**config.mk**
```make
export PLATFORM = sky130hd
export DESIGN_NAME = sdf_notifier_capture
export DESIGN_NICKNAME = d
export VERILOG_FILES = /design/src/rtl/sdf_notifier_capture_pkg.sv /design/src/rtl/ntfr_toggle_sync.sv /design/src/rtl/sdf_notifier_capture.sv
export SDC_FILE = /design/constraint.sdc
export NUM_CORES = 1
export LEC_CHECK = 0
export CAP_MARGIN = 10
export CORE_MARGIN = 3
export CORE_UTILIZATION = 40
export DETAILED_ROUTE_END_ITERATION = 16
export PLACE_DENSITY = 0.7
export RECOVER_POWER = 100
export SKIP_CTS_REPAIR_TIMING = 1
export SLEW_MARGIN = 5
export SYNTH_ARGS = -nofsm -noshare
export SYNTH_HDL_FRONTEND = slang
export SYNTH_SLANG_ARGS = --single-unit
```
**constraint.sdc**
```tcl
create_clock -name clk -period 1.75 [get_ports clk]
set_input_delay 0.175 -clock clk [delete_from_list [all_inputs] [get_ports clk]]
set_output_delay 0.175 -clock clk [all_outputs]
set_load 0.01 [all_outputs]
```
**src/rtl/sdf_notifier_capture_pkg.sv**
```systemverilog
`default_nettype none
// ============================================================================
// Module   : sdf_notifier_capture_pkg
// Brief    : Shared timing-check consumer definitions: FSM state encoding and
//            default widths reused by notifier consumers.
// Revision : 1.0 - initial release
// ============================================================================
package sdf_notifier_capture_pkg;

    // Consumer FSM state encoding; value 3 is unused and recovered from.
    typedef enum logic [1:0] {
        ST_NORMAL   = 2'd0,
        ST_VIOLATED = 2'd1,
        ST_RECOVER  = 2'd2,
        ST_ILLEGAL  = 2'd3
    } state_e;

    // Default configuration for notifier consumers.
    localparam int DEF_WIDTH     = 8;
    localparam int DEF_CNT_W     = 8;
    localparam int DEF_RECOVER_N = 4;

endpackage : sdf_notifier_capture_pkg
`default_nettype wire

```
**src/rtl/ntfr_toggle_sync.sv**
```systemverilog
`default_nettype none
// ============================================================================
// Module   : ntfr_toggle_sync
// Brief    : Two-flop synchroniser plus delay flop on the asynchronous
//            notifier; pulses tog for one cycle per observed level change.
// Revision : 1.0 - initial release
// ============================================================================
module ntfr_toggle_sync (
    input  logic clk,
    input  logic rst_n,
    input  logic ntfr,
    output logic tog
);

    logic r_s1;
    logic r_s2;
    logic r_s3;

    // Synchroniser chain; reset preloads the live notifier level so the
    // first cycles after reset never report a phantom toggle.
    always_ff @(posedge clk) begin
        if (!rst_n) begin
            r_s1 <= ntfr;
            r_s2 <= ntfr;
            r_s3 <= ntfr;
        end else begin
            r_s1 <= ntfr;
            r_s2 <= r_s1;
            r_s3 <= r_s2;
        end
    end

    assign tog = r_s2 ^ r_s3;

endmodule : ntfr_toggle_sync
`default_nettype wire

```
**src/rtl/sdf_notifier_capture.sv**
```systemverilog
`default_nettype none
// ============================================================================
// Module   : sdf_notifier_capture
// Brief    : Conditional capture register consuming a $setuphold notifier.
//            Detects notifier toggles, invalidates captured data, counts
//            violations and requires RECOVER_N clean captures to recover.
//            Optional feature macro NTFR_LOG_EN adds log_data/log_mode,
//            holding data/mode seen on the most recent violation cycle.
// Revision : 1.0 - initial release
// ============================================================================
module sdf_notifier_capture
    import sdf_notifier_capture_pkg::*;
#(
    parameter int WIDTH     = DEF_WIDTH,
    parameter int CNT_W     = DEF_CNT_W,
    parameter int RECOVER_N = DEF_RECOVER_N
) (
    input  logic             clk,
    input  logic             rst_n,
    input  logic             mode,
    input  logic [WIDTH-1:0] data,
    input  logic             ntfr,
    input  logic             clr,
    output logic [WIDTH-1:0] q,
    output logic             q_valid,
    output logic             viol_sticky,
    output logic [CNT_W-1:0] viol_cnt,
    output logic [1:0]       state
`ifdef NTFR_LOG_EN
    ,
    output logic [WIDTH-1:0] log_data,
    output logic             log_mode
`endif
);

    localparam int REC_W = $clog2(RECOVER_N + 1);
    localparam logic [REC_W:0] c_rec_target = RECOVER_N[REC_W:0];

    logic             w_tog;
    logic [WIDTH-1:0] r_q;
    logic             r_q_valid;
    logic             r_sticky;
    logic [CNT_W-1:0] r_viol_cnt;
    state_e           r_state;
    logic [REC_W-1:0] r_rec_cnt;

    state_e           w_state_nxt;
    logic [REC_W-1:0] w_rec_nxt;
    logic             w_qv_nxt;
    logic [REC_W:0]   w_rec_inc;

    ntfr_toggle_sync u_sync (
        .clk   (clk),
        .rst_n (rst_n),
        .ntfr  (ntfr),
        .tog   (w_tog)
    );

    // Capture register: loads whenever mode is high, even on a violation
    // cycle (the data is kept but flagged untrustworthy by q_valid).
    always_ff @(posedge clk) begin
        if (!rst_n) begin
            r_q <= '0;
        end else if (mode) begin
            r_q <= data;
        end
    end

    // Violation bookkeeping; a toggle beats a simultaneous clear so the
    // event that coincides with clr is still recorded once.
    always_ff @(posedge clk) begin
        if (!rst_n) begin
            r_viol_cnt <= '0;
            r_sticky   <= 1'b0;
        end else if (w_tog) begin
            r_sticky <= 1'b1;
            if (clr) begin
                r_viol_cnt <= {{(CNT_W-1){1'b0}}, 1'b1};
            end else if (!(&r_viol_cnt)) begin
                r_viol_cnt <= r_viol_cnt + 1'b1;
            end
        end else if (clr) begin
            r_viol_cnt <= '0;
            r_sticky   <= 1'b0;
        end
    end

    // FSM state register; reset lands in RECOVER so q must be refilled
    // with RECOVER_N captures before it is declared valid.
    always_ff @(posedge clk) begin
        if (!rst_n) begin
            r_state   <= ST_RECOVER;
            r_rec_cnt <= '0;
            r_q_valid <= 1'b0;
        end else begin
            r_state   <= w_state_nxt;
            r_rec_cnt <= w_rec_nxt;
            r_q_valid <= w_qv_nxt;
        end
    end

    // FSM next-state and q_valid decode; a toggle overrides every state.
    always_comb begin
        w_state_nxt = r_state;
        w_rec_nxt   = r_rec_cnt;
        w_qv_nxt    = r_q_valid;
        w_rec_inc   = {1'b0, r_rec_cnt} + 1'b1;
        if (w_tog) begin
            w_state_nxt = ST_VIOLATED;
            w_rec_nxt   = '0;
            w_qv_nxt    = 1'b0;
        end else begin
            case (r_state)
                ST_NORMAL: begin
                    w_qv_nxt = 1'b1;
                end
                ST_VIOLATED: begin
                    w_qv_nxt = 1'b0;
                    if (mode) begin
                        // The first clean capture already counts toward recovery.
                        if (c_rec_target <= 1) begin
                            w_state_nxt = ST_NORMAL;
                            w_rec_nxt   = '0;
                            w_qv_nxt    = 1'b1;
                        end else begin
                            w_state_nxt = ST_RECOVER;
                            w_rec_nxt   = {{(REC_W-1){1'b0}}, 1'b1};
                        end
                    end
                end
                ST_RECOVER: begin
                    w_qv_nxt = 1'b0;
                    if (mode) begin
                        if (w_rec_inc >= c_rec_target) begin
                            w_state_nxt = ST_NORMAL;
                            w_rec_nxt   = '0;
                            w_qv_nxt    = 1'b1;
                        end else begin
                            w_rec_nxt = w_rec_inc[REC_W-1:0];
                        end
                    end
                end
                default: begin
                    // Unused encoding: treat as an unrecovered violation.
                    w_state_nxt = ST_VIOLATED;
                    w_rec_nxt   = '0;
                    w_qv_nxt    = 1'b0;
                end
            endcase
        end
    end

`ifdef NTFR_LOG_EN
    logic [WIDTH-1:0] r_log_data;
    logic             r_log_mode;

    // Snapshot of the inputs present on the latest violation cycle;
    // deliberately untouched by clr.
    always_ff @(posedge clk) begin
        if (!rst_n) begin
            r_log_data <= '0;
            r_log_mode <= 1'b0;
        end else if (w_tog) begin
            r_log_data <= data;
            r_log_mode <= mode;
        end
    end

    assign log_data = r_log_data;
    assign log_mode = r_log_mode;
`endif

    assign q           = r_q;
    assign q_valid     = r_q_valid;
    assign viol_sticky = r_sticky;
    assign viol_cnt    = r_viol_cnt;
    assign state       = r_state;

endmodule : sdf_notifier_capture
`default_nettype wire

```
==> flow_summary_export.csv <==
group,metric,value,unit
synth,syn_inst,128,
grt,antenna_found_initial,0,
synth,synthMostInstantiatedCell,"dfxtp_1",
floorplanning,die_area,0.00372,mm²
worst_setup_path,critPathMaxFanout,8,
route,finalWirelength,2500,µm
placement,dp_hpwl,1900,µm
worst_setup_path,crit_path_cell_trace,"dlygate4sd3_1",
final_layout,fin_cells,195,
pwr,p_seq_share,53.0,%
cts,clockBufferDepth,2,
worst_setup_path,critPathArrivalTime,1450,ps
worst_setup_path,cp_data_required_time,1570,ps
final_layout,seqCellArea,523,µm²
pwr,p_leak,0.673,nW
synth,synth-seq-cells,26,
final_layout,multi_input_area,629,µm²
worst_setup_path,rr_worst_depth,5,
pwr,p_per_area,779,mW/mm²
synth,synth_edf_count,0,
timing,rsz0062_at_grt,"no",
timing,min_period,1620,ps
final_layout,post-route-cell-area,0.00159,mm²
route,drc,0,
final_layout,layout-drive-gt1-share,8.54,%
worst_setup_path,cp_slowest_cell,"dlygate4sd3_1",
floorplanning,io_pins,33,
final_layout,syn_to_final_growth,31.5,%
grt,use_met2,26.9,%
timing,fmax,617,MHz
cts,cts_tree,"built",
cts,numCtsBuffers,3,
floorplanning,core_area,0.00283,mm²
floorplanning,rows,19,
pwr,power_frac_comb,22.7,%
synth,synth-async-reset-ratio,0,%
synth,yosys_warnings,0,
timing,worst_slack,129,ps
route,wl_per_cell,12.8,µm
cts,clkTransAtPathRegs,130,ps
worst_setup_path,worstSetupPathType,"flip-flop to primary output",
floorplanning,die_x,61.0,µm
floorplanning,start_util,42.7,%
synth,synthTopCellsByArea,"dfxtp_1, mux2i_1, ha_1",
worst_setup_path,cp_top_family,"buffers and inverters",
final_layout,layout.nets,183,
placement,io_buffers,32,
timing,relSlewSlack,58.6,%
synth,avgSynthCellArea,9.44,µm²
synth,yosysUniqueCellTypes,36,
cts,insertion_delay,320,ps
pwr,p_switching,0.000338,W
synth,syn-num-nets,146,
route,dr.pass1.iters,4,
route,drt_iter0_markers,25,
final_layout,num-fill-cells,257,
timing,fin_setup_tns,0,ps
grt,grt_pass1_wl,4150,µm
timing,hold_ws,428,ps
worst_setup_path,end_kind,"primary output",
grt,grt_pass1_vias,960,
outcome,status,"finished clean",
worst_setup_path,max_stage_delay,650,ps
grt,grt_start_max_net_pins,19,
synth,yosysTopAreaCell,"dfxtp_1",
synth,syn_area,0.00121,mm²
cts,htreeDepth,1,
pwr,power.share.clock,24.3,%
timing,hold_viol,0,
synth,synth_commonest_cells,"dfxtp_1, nand2_1, mux2i_1, nor2_1, nor2b_1",
placement,placed_cells_incl_taps,191,
cts,cts_root_buf,"clkbuf_4",
hold_path,hp-class,"input port to flip-flop",
placement,pre_cts_slack,51.6,ps
grt,grt-ovfl-total,0,
synth,seq_area_frac_synth,43.1,%
timing,fin_skew,3.25,ps
route,via_count,1026,
grt,met1_usage,17.2,%
placement,dpl_cell_area,0.00157,mm²
timing,setup_viol,0,
grt,track_usage,14.9,%
placement,routabilityCongestion,0.878,
timing,tightestPinTransition,621,ps
synth,synth_ff_type,"dfxtp_1",
worst_setup_path,crit_buf_inv,1,
floorplanning,die_y,61.0,µm
synth,yosys.area.top_type_share,43.1,%
timing,slew_violations,0,
route,ant_nets,0,
pwr,power.internal,0.000899,W
worst_setup_path,startpoint_type,"flip-flop",
pwr,vdd_ir_drop_max,0.000518,V
run,maxCapViolCount,0,
route,viasPerCell,5.26,
pwr,switching_share,27.3,%
grt,use_met3,4.04,%
worst_setup_path,crit_cells,1,
timing,finalCritPeriodShare,92.6,%
hold_path,hold_depth,1,
grt,grt.busiest_layer,"met2",
cts,cts_sinks,26,
final_layout,diodes,0,
## sequential cells by signal (all words and copies together) (netlist names)
| name | cells |
|---|---|
| q_valid | 1 |
| q | 8 |
| u_sync.r_s1 | 1 |
| r_rec_cnt | 3 |
| viol_cnt | 8 |
| u_sync.r_s3 | 1 |
| state | 2 |
| viol_sticky | 1 |
| u_sync.r_s2 | 1 |
## per-layer routing
layer / vias to the layer above / share of wire [%]
met5: - / 0
met3: 2 / 4.7
met1: 472 / 44
li1: 527 / -
met4: 0 / 0.64
met2: 25 / 51
## final cells by class
class | count | share of cell area, %
Clock buffer | 4 | 2.28
Inverter | 4 | 0.945
Multi-Input combinational cell | 94 | 39.6
Sequential cell | 26 | 32.9
Tap cell | 31 | 2.44
Timing Repair Buffer | 36 | 21.8
## layout by cell type (no fill, tap or decap), drive strengths merged, types with 2 or more instances in the layout
master and n:
clkbuf 5, nor2 10, mux2i 10, dlygate4sd3 22
nand3 4, a21oi 8, nand4 2, dfxtp 26
nand2 15, inv 4, nor3 2, xnor2 2
and4 2, ha 5, a211oi 3, clkdlybuf4s50 10
nor4 2, nand2b 3, nor2b 9, o211ai 3
buf 3
## path summary, 6_finish.rpt
check / from / endpoint / slack (ps)
max: viol_cnt[2] / viol_cnt[2] / 130
min: ntfr / u_sync.r_s1 / 430
max reg2reg: r_rec_cnt[0] / state[0] / 150
min reg2reg: u_sync.r_s1 / u_sync.r_s2 / 440
## power groups by stage
stage,combinational (W),clock (W),sequential [W]
after global routing,0.000316,0.000336,0.000662
after global placement,0.000287,0,0.000666
final,0.000281,0.000301,0.000656
after CTS,0.000296,0.000317,0.000656
after floorplan,0.000163,0,0.000679
after detailed placement,0.000294,0,0.000669
## kinds of logic (layout without fill, tap and decap cells)
| family | count (synthesis) | in the layout | share of synthesized area, % |
|---|---|---|---|
| DFF | 26 | 26 | 43.1 |
| and+or+nand+nor | 54 | 54 | 24.3 |
| xor gates and xnor gates | 3 | 3 | 2.17 |
| adders and majority gates | 5 | 5 | 5.18 |
| AOI/OAI and AO/OA | 22 | 22 | 13.1 |
| muxes | 10 | 10 | 8.28 |
| buffers and inverters | 8 | 44 | 3.83 |
## through the flow
step                      utilization (%)  total power, W
after floorplan                         -        0.000842
after global placement               55.4        0.000953
after detailed placement             55.4        0.000963
after CTS                            56.7         0.00127
after global routing                 56.2         0.00131
final                                56.2         0.00124
Note: power is estimated with default switching activity, not from simulation.
